===== src/rtl/regfile_wb_pkg.sv =====
// Shared constants, FSM state type and address helpers for the regfile write-port controller.
package regfile_wb_pkg;

  localparam int ADDR_W      = 8;
  localparam int DATA_W      = 32;
  localparam int REG_IDX_W   = 5;
  localparam int NUM_ENTRIES = 256;

  typedef enum logic [0:0] {
    CLEAR = 1'b0,
    RUN   = 1'b1
  } state_e;

  // Architectural register index lives in the low bits; the upper bits select the hart.
  function automatic logic [REG_IDX_W-1:0] reg_idx(input logic [ADDR_W-1:0] addr);
    return addr[REG_IDX_W-1:0];
  endfunction

endpackage


===== src/rtl/regfile_rr_pick.sv =====
// Combinational round-robin picker: first valid requester after ptr_i, wrapping modulo N.
module regfile_rr_pick #(
  parameter int N = 3
) (
  input  logic [N-1:0]         valid_i,
  input  logic [$clog2(N)-1:0] ptr_i,
  output logic [N-1:0]         grant_o,
  output logic [$clog2(N)-1:0] grant_idx_o,
  output logic                 any_grant_o
);

  localparam int PW = $clog2(N);

  always_comb begin
    int pos;
    logic [PW-1:0] p;
    grant_o     = '0;
    grant_idx_o = '0;
    any_grant_o = 1'b0;
    for (int off = 1; off <= N; off++) begin
      pos = int'(ptr_i) + off;
      pos = (pos >= N) ? (pos - N) : pos;
      p   = PW'(pos);
      if (!any_grant_o && valid_i[p]) begin
        grant_o[p]  = 1'b1;
        grant_idx_o = p;
        any_grant_o = 1'b1;
      end
    end
  end

endmodule


===== src/rtl/regfile_wb_arbiter.sv =====
// Regfile write-port controller: round-robin writeback arbitration, x0 write drop, full clear sequencer.
// Optional per-requester grant/stall counters enabled by REGFILE_WB_ARB_STATS_EN.
module regfile_wb_arbiter #(
  parameter int NUM_REQ   = 3,
  parameter int ADDR_W    = regfile_wb_pkg::ADDR_W,
  parameter int DATA_W    = regfile_wb_pkg::DATA_W,
  parameter int REG_IDX_W = regfile_wb_pkg::REG_IDX_W
) (
  input  logic                      clock,
  input  logic                      reset_n,
  input  logic [NUM_REQ-1:0]        req_valid,
  output logic [NUM_REQ-1:0]        req_ready,
  input  logic [NUM_REQ*ADDR_W-1:0] req_addr,
  input  logic [NUM_REQ*DATA_W-1:0] req_data,
  input  logic                      clear_req,
  output logic                      clear_busy,
  output logic [ADDR_W-1:0]         rf_waddr,
  output logic [DATA_W-1:0]         rf_wdata,
  output logic                      rf_wren
`ifdef REGFILE_WB_ARB_STATS_EN
  ,
  output logic [NUM_REQ*32-1:0]     stat_grants,
  output logic [NUM_REQ*32-1:0]     stat_stalls
`endif
);

  import regfile_wb_pkg::*;

  localparam int PW = $clog2(NUM_REQ);
  localparam logic [ADDR_W-1:0] LAST_ENTRY = ADDR_W'(NUM_ENTRIES - 1);

  state_e              state_q, state_d;
  logic [ADDR_W-1:0]   cnt_q, cnt_d;
  logic [PW-1:0]       rr_q, rr_d;
  logic [ADDR_W-1:0]   waddr_q, waddr_d;
  logic [DATA_W-1:0]   wdata_q, wdata_d;
  logic                wren_q, wren_d;
  logic                busy_q;

  logic [NUM_REQ-1:0]  pick_grant;
  logic [PW-1:0]       pick_idx;
  logic                pick_any;
  logic [ADDR_W-1:0]   sel_addr;
  logic [DATA_W-1:0]   sel_data;

  regfile_rr_pick #(.N(NUM_REQ)) u_pick (
    .valid_i     (req_valid),
    .ptr_i       (rr_q),
    .grant_o     (pick_grant),
    .grant_idx_o (pick_idx),
    .any_grant_o (pick_any)
  );

  assign sel_addr = req_addr[pick_idx*ADDR_W +: ADDR_W];
  assign sel_data = req_data[pick_idx*DATA_W +: DATA_W];

  always_comb begin
    state_d   = state_q;
    cnt_d     = cnt_q;
    rr_d      = rr_q;
    waddr_d   = waddr_q;
    wdata_d   = wdata_q;
    wren_d    = 1'b0;
    req_ready = '0;
    case (state_q)
      CLEAR: begin
        wren_d  = 1'b1;
        waddr_d = cnt_q;
        wdata_d = '0;
        cnt_d   = cnt_q + ADDR_W'(1);
        if (cnt_q == LAST_ENTRY) state_d = RUN;
      end
      RUN: begin
        if (clear_req) begin
          state_d = CLEAR;
          cnt_d   = '0;
        end else if (pick_any) begin
          // x0 writes are consumed like any other grant but never reach the array
          req_ready = pick_grant;
          rr_d      = pick_idx;
          waddr_d   = sel_addr;
          wdata_d   = sel_data;
          wren_d    = (reg_idx(sel_addr) != '0);
        end
      end
      default: state_d = CLEAR;
    endcase
  end

  // clear_busy lags the state by one cycle so it tracks the clear writes seen on the output stage
  always_ff @(posedge clock or negedge reset_n) begin
    if (!reset_n) begin
      state_q <= CLEAR;
      cnt_q   <= '0;
      rr_q    <= PW'(NUM_REQ - 1);
      waddr_q <= '0;
      wdata_q <= '0;
      wren_q  <= 1'b0;
      busy_q  <= 1'b1;
    end else begin
      state_q <= state_d;
      cnt_q   <= cnt_d;
      rr_q    <= rr_d;
      waddr_q <= waddr_d;
      wdata_q <= wdata_d;
      wren_q  <= wren_d;
      busy_q  <= (state_q == CLEAR);
    end
  end

  assign rf_waddr   = waddr_q;
  assign rf_wdata   = wdata_q;
  assign rf_wren    = wren_q;
  assign clear_busy = busy_q;

`ifdef REGFILE_WB_ARB_STATS_EN
  logic [NUM_REQ-1:0][31:0] grants_q, stalls_q;

  always_ff @(posedge clock or negedge reset_n) begin
    if (!reset_n) begin
      grants_q <= '0;
      stalls_q <= '0;
    end else begin
      for (int i = 0; i < NUM_REQ; i++) begin
        if (req_valid[i] && req_ready[i] && (grants_q[i] != 32'hFFFF_FFFF))
          grants_q[i] <= grants_q[i] + 32'd1;
        if (req_valid[i] && !req_ready[i] && (stalls_q[i] != 32'hFFFF_FFFF))
          stalls_q[i] <= stalls_q[i] + 32'd1;
      end
    end
  end

  assign stat_grants = grants_q;
  assign stat_stalls = stalls_q;
`endif

endmodule

===== config.mk =====
export PLATFORM = sky130hd
export DESIGN_NAME = regfile_wb_arbiter
export DESIGN_NICKNAME = d
export VERILOG_FILES = /design/src/rtl/regfile_wb_pkg.sv /design/src/rtl/regfile_rr_pick.sv /design/src/rtl/regfile_wb_arbiter.sv
export SDC_FILE = /design/constraint.sdc
export NUM_CORES = 1
export LEC_CHECK = 0
export CORE_ASPECT_RATIO = 1.2
export CORE_MARGIN = 2
export CORE_UTILIZATION = 43
export CTS_CLUSTER_DIAMETER = 100
export CTS_CLUSTER_SIZE = 25
export DETAILED_ROUTE_END_ITERATION = 6
export PLACE_DENSITY_LB_ADDON = 0.15
export SKIP_CTS_REPAIR_TIMING = 1
export SYNTH_ARGS = -nofsm -noshare
export SYNTH_HDL_FRONTEND = slang
export SYNTH_SLANG_ARGS = --single-unit

===== constraint.sdc =====
create_clock -name clock -period 7.9 [get_ports clock]
set_input_delay 2.37 -clock clock [delete_from_list [all_inputs] [get_ports clock]]
set_output_delay 2.37 -clock clock [all_outputs]
set_load 0.02 [all_outputs]

# Word-level counts from Yosys, hierarchy flattened
# Index checks and enable logic that the tools add are counted.
# Widths: inputs -> output; s select.
# totals
inputBits	126
regBits	53
word_cells	84
memories	0
output_inout_bits	45
ramBits	0
latchBits	0
rom_bits	0
# classes
magnitude_cmp	9
n_div	0
n_eq_ne	4
mul	0
bitwise	4
addsub	7
shifts	2
mux	41
n_reduce_logical	10
# op_table
cell	n
$shiftx 96x8->32	1
$mux 32	2
$pmux 32 s2	1
$pmux 8 s2	2
$mux 8	3
$shiftx 24x6->8	1
$mux 3	6
$mux 1	13
$mux 2	6
$ge 3x2->1 const B	3
$lt 2x3->1 const B	3
$add 8x1->8 const B	1
$eq 8x8->1 const B	1
$add 2x2->3 const B	2
$bmux 1 s2	3
$demux 1 s2	3
$ge 2x1->1 const B	3
$or 3x3->3	2
$sub 2x1->2 const B	3
$logic_and 1x1->1	5
$reduce_bool 5->1	1
$ne 2x2->1 const B	2
$pmux 1 s2	2
$add 2x1->3 const B	1
5 further kinds	7

# Depth between registers and ports, before layout
# depth
depth_word	17
depth_mapped	11
ltp_nobuf	8

# By module
# Synthesis repeated with hierarchy kept, for this count alone.
# unflattened
cells_unflattened	316
hier_area_um2	3215.6
# modules_own_cells
module	area_per_inst_um2	n_inst	cells_per_inst
regfile_wb_arbiter	2862.7	1	269
regfile_rr_pick	352.8	1	47

# Worst setup path after synthesis
# No wires, ideal clock.
# synth_path
path_kind	input-to-output
from	input port req_valid[1]
to	output port req_ready[0]
arrival_ns	4.239
cell_stages	5
n_path_buf	0
path_slack_ns	1.291
path_cell_list	mux2_2 > a21o_1 > nor2_1 > a22oi_1 > a2111oi_0
# synth_via
elab_chain_cells	12
elab_cells_between_ends	21
cone_classes	mux (15); bitwise (2); reduce/logical (4)
# synth_rtl
element	line_no	source
start: declaration	regfile_wb_arbiter.sv:11	input logic [NUM_REQ-1:0] req_valid,
$bmux 1 s2	regfile_rr_pick.sv:24	if (!any_grant_o && valid_i[p]) begin
$mux 1 (implied by the code)	regfile_rr_pick.sv:24	
$mux 1	regfile_rr_pick.sv:24	
$logic_not 1->1	regfile_rr_pick.sv:24	
$logic_and 1x1->1	regfile_rr_pick.sv:24	
$mux 1	regfile_rr_pick.sv:24	
$logic_not 1->1	regfile_rr_pick.sv:24	
$logic_and 1x1->1	regfile_rr_pick.sv:24	
$mux 3 or $mux 1 (tied branches)	regfile_rr_pick.sv:24	
$mux 3 *	regfile_wb_arbiter.sv:77	end else if (pick_any) begin
$mux 3 *	regfile_wb_arbiter.sv:74	if (clear_req) begin
$mux 3 *	regfile_wb_arbiter.sv:65	case (state_q)
end: declaration	regfile_wb_arbiter.sv:12	output logic [NUM_REQ-1:0] req_ready,
# Every way passes the cells marked *; elsewhere a longest branch is shown, timed or not. The select of a mux whose other input is x is not followed.

# Final worst setup path
# layout_path
from	input port req_valid[2]
to	output port req_ready[0]
# The elaborated chain is that of the path after synthesis.

==> flow_metrics.py <==
metrics = {
    "sta": {
        "worst_pin_slew_ns": 0.860,
        "setup_tns_ns": 0,
        "hold_viol": 0,
        "setup-violations-final": 0,
        "fin_skew_ns": 0.00453,
        "timing.hold.ws_ns": 0.497,
        "final.min_clock_period_ns": 7.13,
        "max_freq_mhz": 140,
        "rsz0062_at_grt": "no",
        "maxSlewViolCount": 0,
        "timing.final.crit_share_pct": 90.2,
        "max_slew_margin_pct": 42.6,
    },
    "setup_path": {
        "r2r_slack_ns": 4.39,
        "r2r_start": "rr_q[0]",
        "worstSetupEndpointType": "output pin",
        "r2r-end": "rf_wren",
        "required_ns": 5.53,
        "cp.arrival_ns": 4.76,
        "cp_max_fo": 6,
        "start_kind": "input pin",
        "path_class": "input pin to output pin",
        "ff2ff_path_depth": 9,
    },
    "yosys": {
        "synth_edf_count": 0,
        "synth_commonest_cells": "dfrtp_1 (51), nand2_1 (47), mux2i_1 (42), o21ai_0 (42), a22o_1 (32)",
        "synth-main-ff-cell": "dfrtp_1",
        "syn_area_um2": 3280,
        "syn_inst": 336,
        "yosys_warnings": 0,
        "syn_area_per_cell_um2": 9.78,
        "yosysTopAreaCell": "dfrtp_1",
        "async_reset_ff_share_pct": 100,
        "ys_top_cells_by_area": "dfrtp_1 (39%), mux2i_1 (13%), a22o_1 (8.5%)",
        "ys_ff_latch": 53,
        "yosysMostFrequentCell": "dfrtp_1",
        "seq_area_frac_synth_pct": 40.5,
        "yosysTopAreaCellShare_pct": 38.9,
        "synth_cell_types": 48,
        "syn-num-nets": 469,
    },
    "clock_network": {
        "root_buffer": "clkbuf_8",
        "cts_tree": "built",
        "clkLatencyLatePin_ns": 0.30,
        "clk_pin_slew_ns": 0.09,
        "h-tree-depth": 2,
        "cts_num_sinks": 53,
        "clockBufferDepth": 2,
        "cts_made_buffers": 5,
    },
    "floorplan": {
        "initial_core_util_pct": 44.9,
        "num_io_pins": 171,
        "rows": 34,
        "die_h_um": 99.7,
        "die_w_um": 83.8,
        "dieArea_um2": 8360,
        "core_um2": 7320,
    },
    "hold_path": {
        "hold_class": "register to register",
        "whs_path_depth": 1,
        "hold_end": "cnt_q[7]",
        "min_from": "cnt_q[7]",
    },
    "finish": {
        "area_growth_pct": 54.7,
        "nets": 625,
        "final_cell_area_um2": 5080,
        "n_antenna_cell": 0,
        "fill_cells": 610,
        "drive_gt1_share_pct": 6.09,
    },
    "grt": {
        "grt_pass1_wl_um": 15500,
        "gr-usage-all-layers_pct": 22.8,
        "grt_max_degree": 54,
        "antenna_found_initial": 0,
        "gr-total-overflow": 0,
        "grt_pass1_vias": 3265,
    },
    "drt": {
        "via_per_inst": 5.44,
        "wl_um": 9630,
        "dr_total_vias": 3169,
        "dr.first_iter.drc_count": 175,
        "postRouteAntennaNets": 0,
        "routedWlPerCell_um": 16.5,
        "drc": 0,
        "drt_pass1_iterations": 4,
    },
    "placed_design": {
        "gp_congestion": 0.853,
        "post_dp_cell_area_um2": 4990,
        "io_buffers": 170,
        "place_hpwl_um": 7180,
    },
    "power": {
        "powerDensity_nw_per_um2": 178,
        "ir_worst_vdd_uv": 128,
        "leakage_nw": 2.05,
    },
    "flow_run": {
        "maxCapViolations": 0,
    },
    "run_status": {
        "status": "finished clean",
    },
}
-- worst max-delay path by stage --
stage / start / endpoint
2_1_floorplan: req_valid[1] / req_ready[0]
3_5_place_dp: req_valid[2] / req_ready[0]
5_1_grt: req_valid[2] / req_ready[0]
6_report: req_valid[2] / req_ready[0]
4_1_cts: req_valid[2] / req_ready[0]
3_3_place_gp: req_valid[1] / req_ready[0]
-- per-layer routing --
layer	routed length, um	vias up	share of wire, %	GRT usage [%]
met5	0	-	0	0
met4	144	0	1.5	6.20
met3	566	13	5.9	5.15
met2	5140	119	53	42.8
met1	3770	1505	39	25.9
li1	-	1532	-	-
-- through the flow --
step           instances  power [mW]  utilization (%)  setup slack [ns]
2_1_floorplan        336       0.600                -              1.29
3_3_place_gp         575       0.738             68.2             0.833
3_5_place_dp         575       0.749             68.2             0.816
4_1_cts              583       0.909             69.4             0.773
5_1_grt              583       0.962             69.4             0.522
6_report             583       0.902             69.4             0.774
-- critical path: stages --
cell and delay, ns:
clkdlybuf4s50_1 0.58, nor3b_1 0.38, a21o_1 0.24, a22oi_1 0.12, a2111oi_0 0.39, clkdlybuf4s50_1 0.68
-- registers in the layout, summed over array words and instances (netlist names) --
register	flops
cnt_q	8
state_q	1
rr_q	2
clear_busy	1
rf_wren	1
rf_wdata	32
rf_waddr	8
-- report_power, final --
part           leakage, nW  total, mW  switching [mW]  internal (mW)
combinational         1.31      0.399           0.197          0.202
sequential           0.697      0.345          0.0335          0.311
clock               0.0455      0.158          0.0865         0.0718
total                 2.05      0.902           0.317          0.585
-- logic make-up (layout without fill, tap and decap cells) --
family / Yosys count / count (layout) / synth area share, %
simple gates: 78 / 78 / 11.0
compound gates: 109 / 109 / 23.6
fa+ha+maj: 7 / 7 / 2.67
xor+xnor: 5 / 5 / 1.33
buf+inv: 35 / 192 / 5.64
flops: 53 / 53 / 40.5
mux: 49 / 49 / 15.3
-- area by class of cell --
type | instances | area [um^2] | share of cell area, %
multi-input combinational | 248 | 1780 | 35.0
timing repair buffer | 175 | 1730 | 34.1
sequential | 53 | 1330 | 26.2
tap | 90 | 113 | 2.22
clock buffer | 8 | 90.1 | 1.77
inverter | 9 | 33.8 | 0.665
-- cell usage in the layout (no fill, tap or decap), drive strengths merged, types with 3 or more instances in the layout --
master and n:
ha 7, dfrtp 51, a21oi 8, nor2b 5
xnor2 5, nand2 47, a221o 6, clkdlybuf4s50 169
nor3b 3, a22o 32, nor3 4, nor2 10
o21ai 44, inv 9, clkbuf 8, mux2 7
o22ai 5, mux2i 42, buf 6
(Power assumes the default switching activity.)
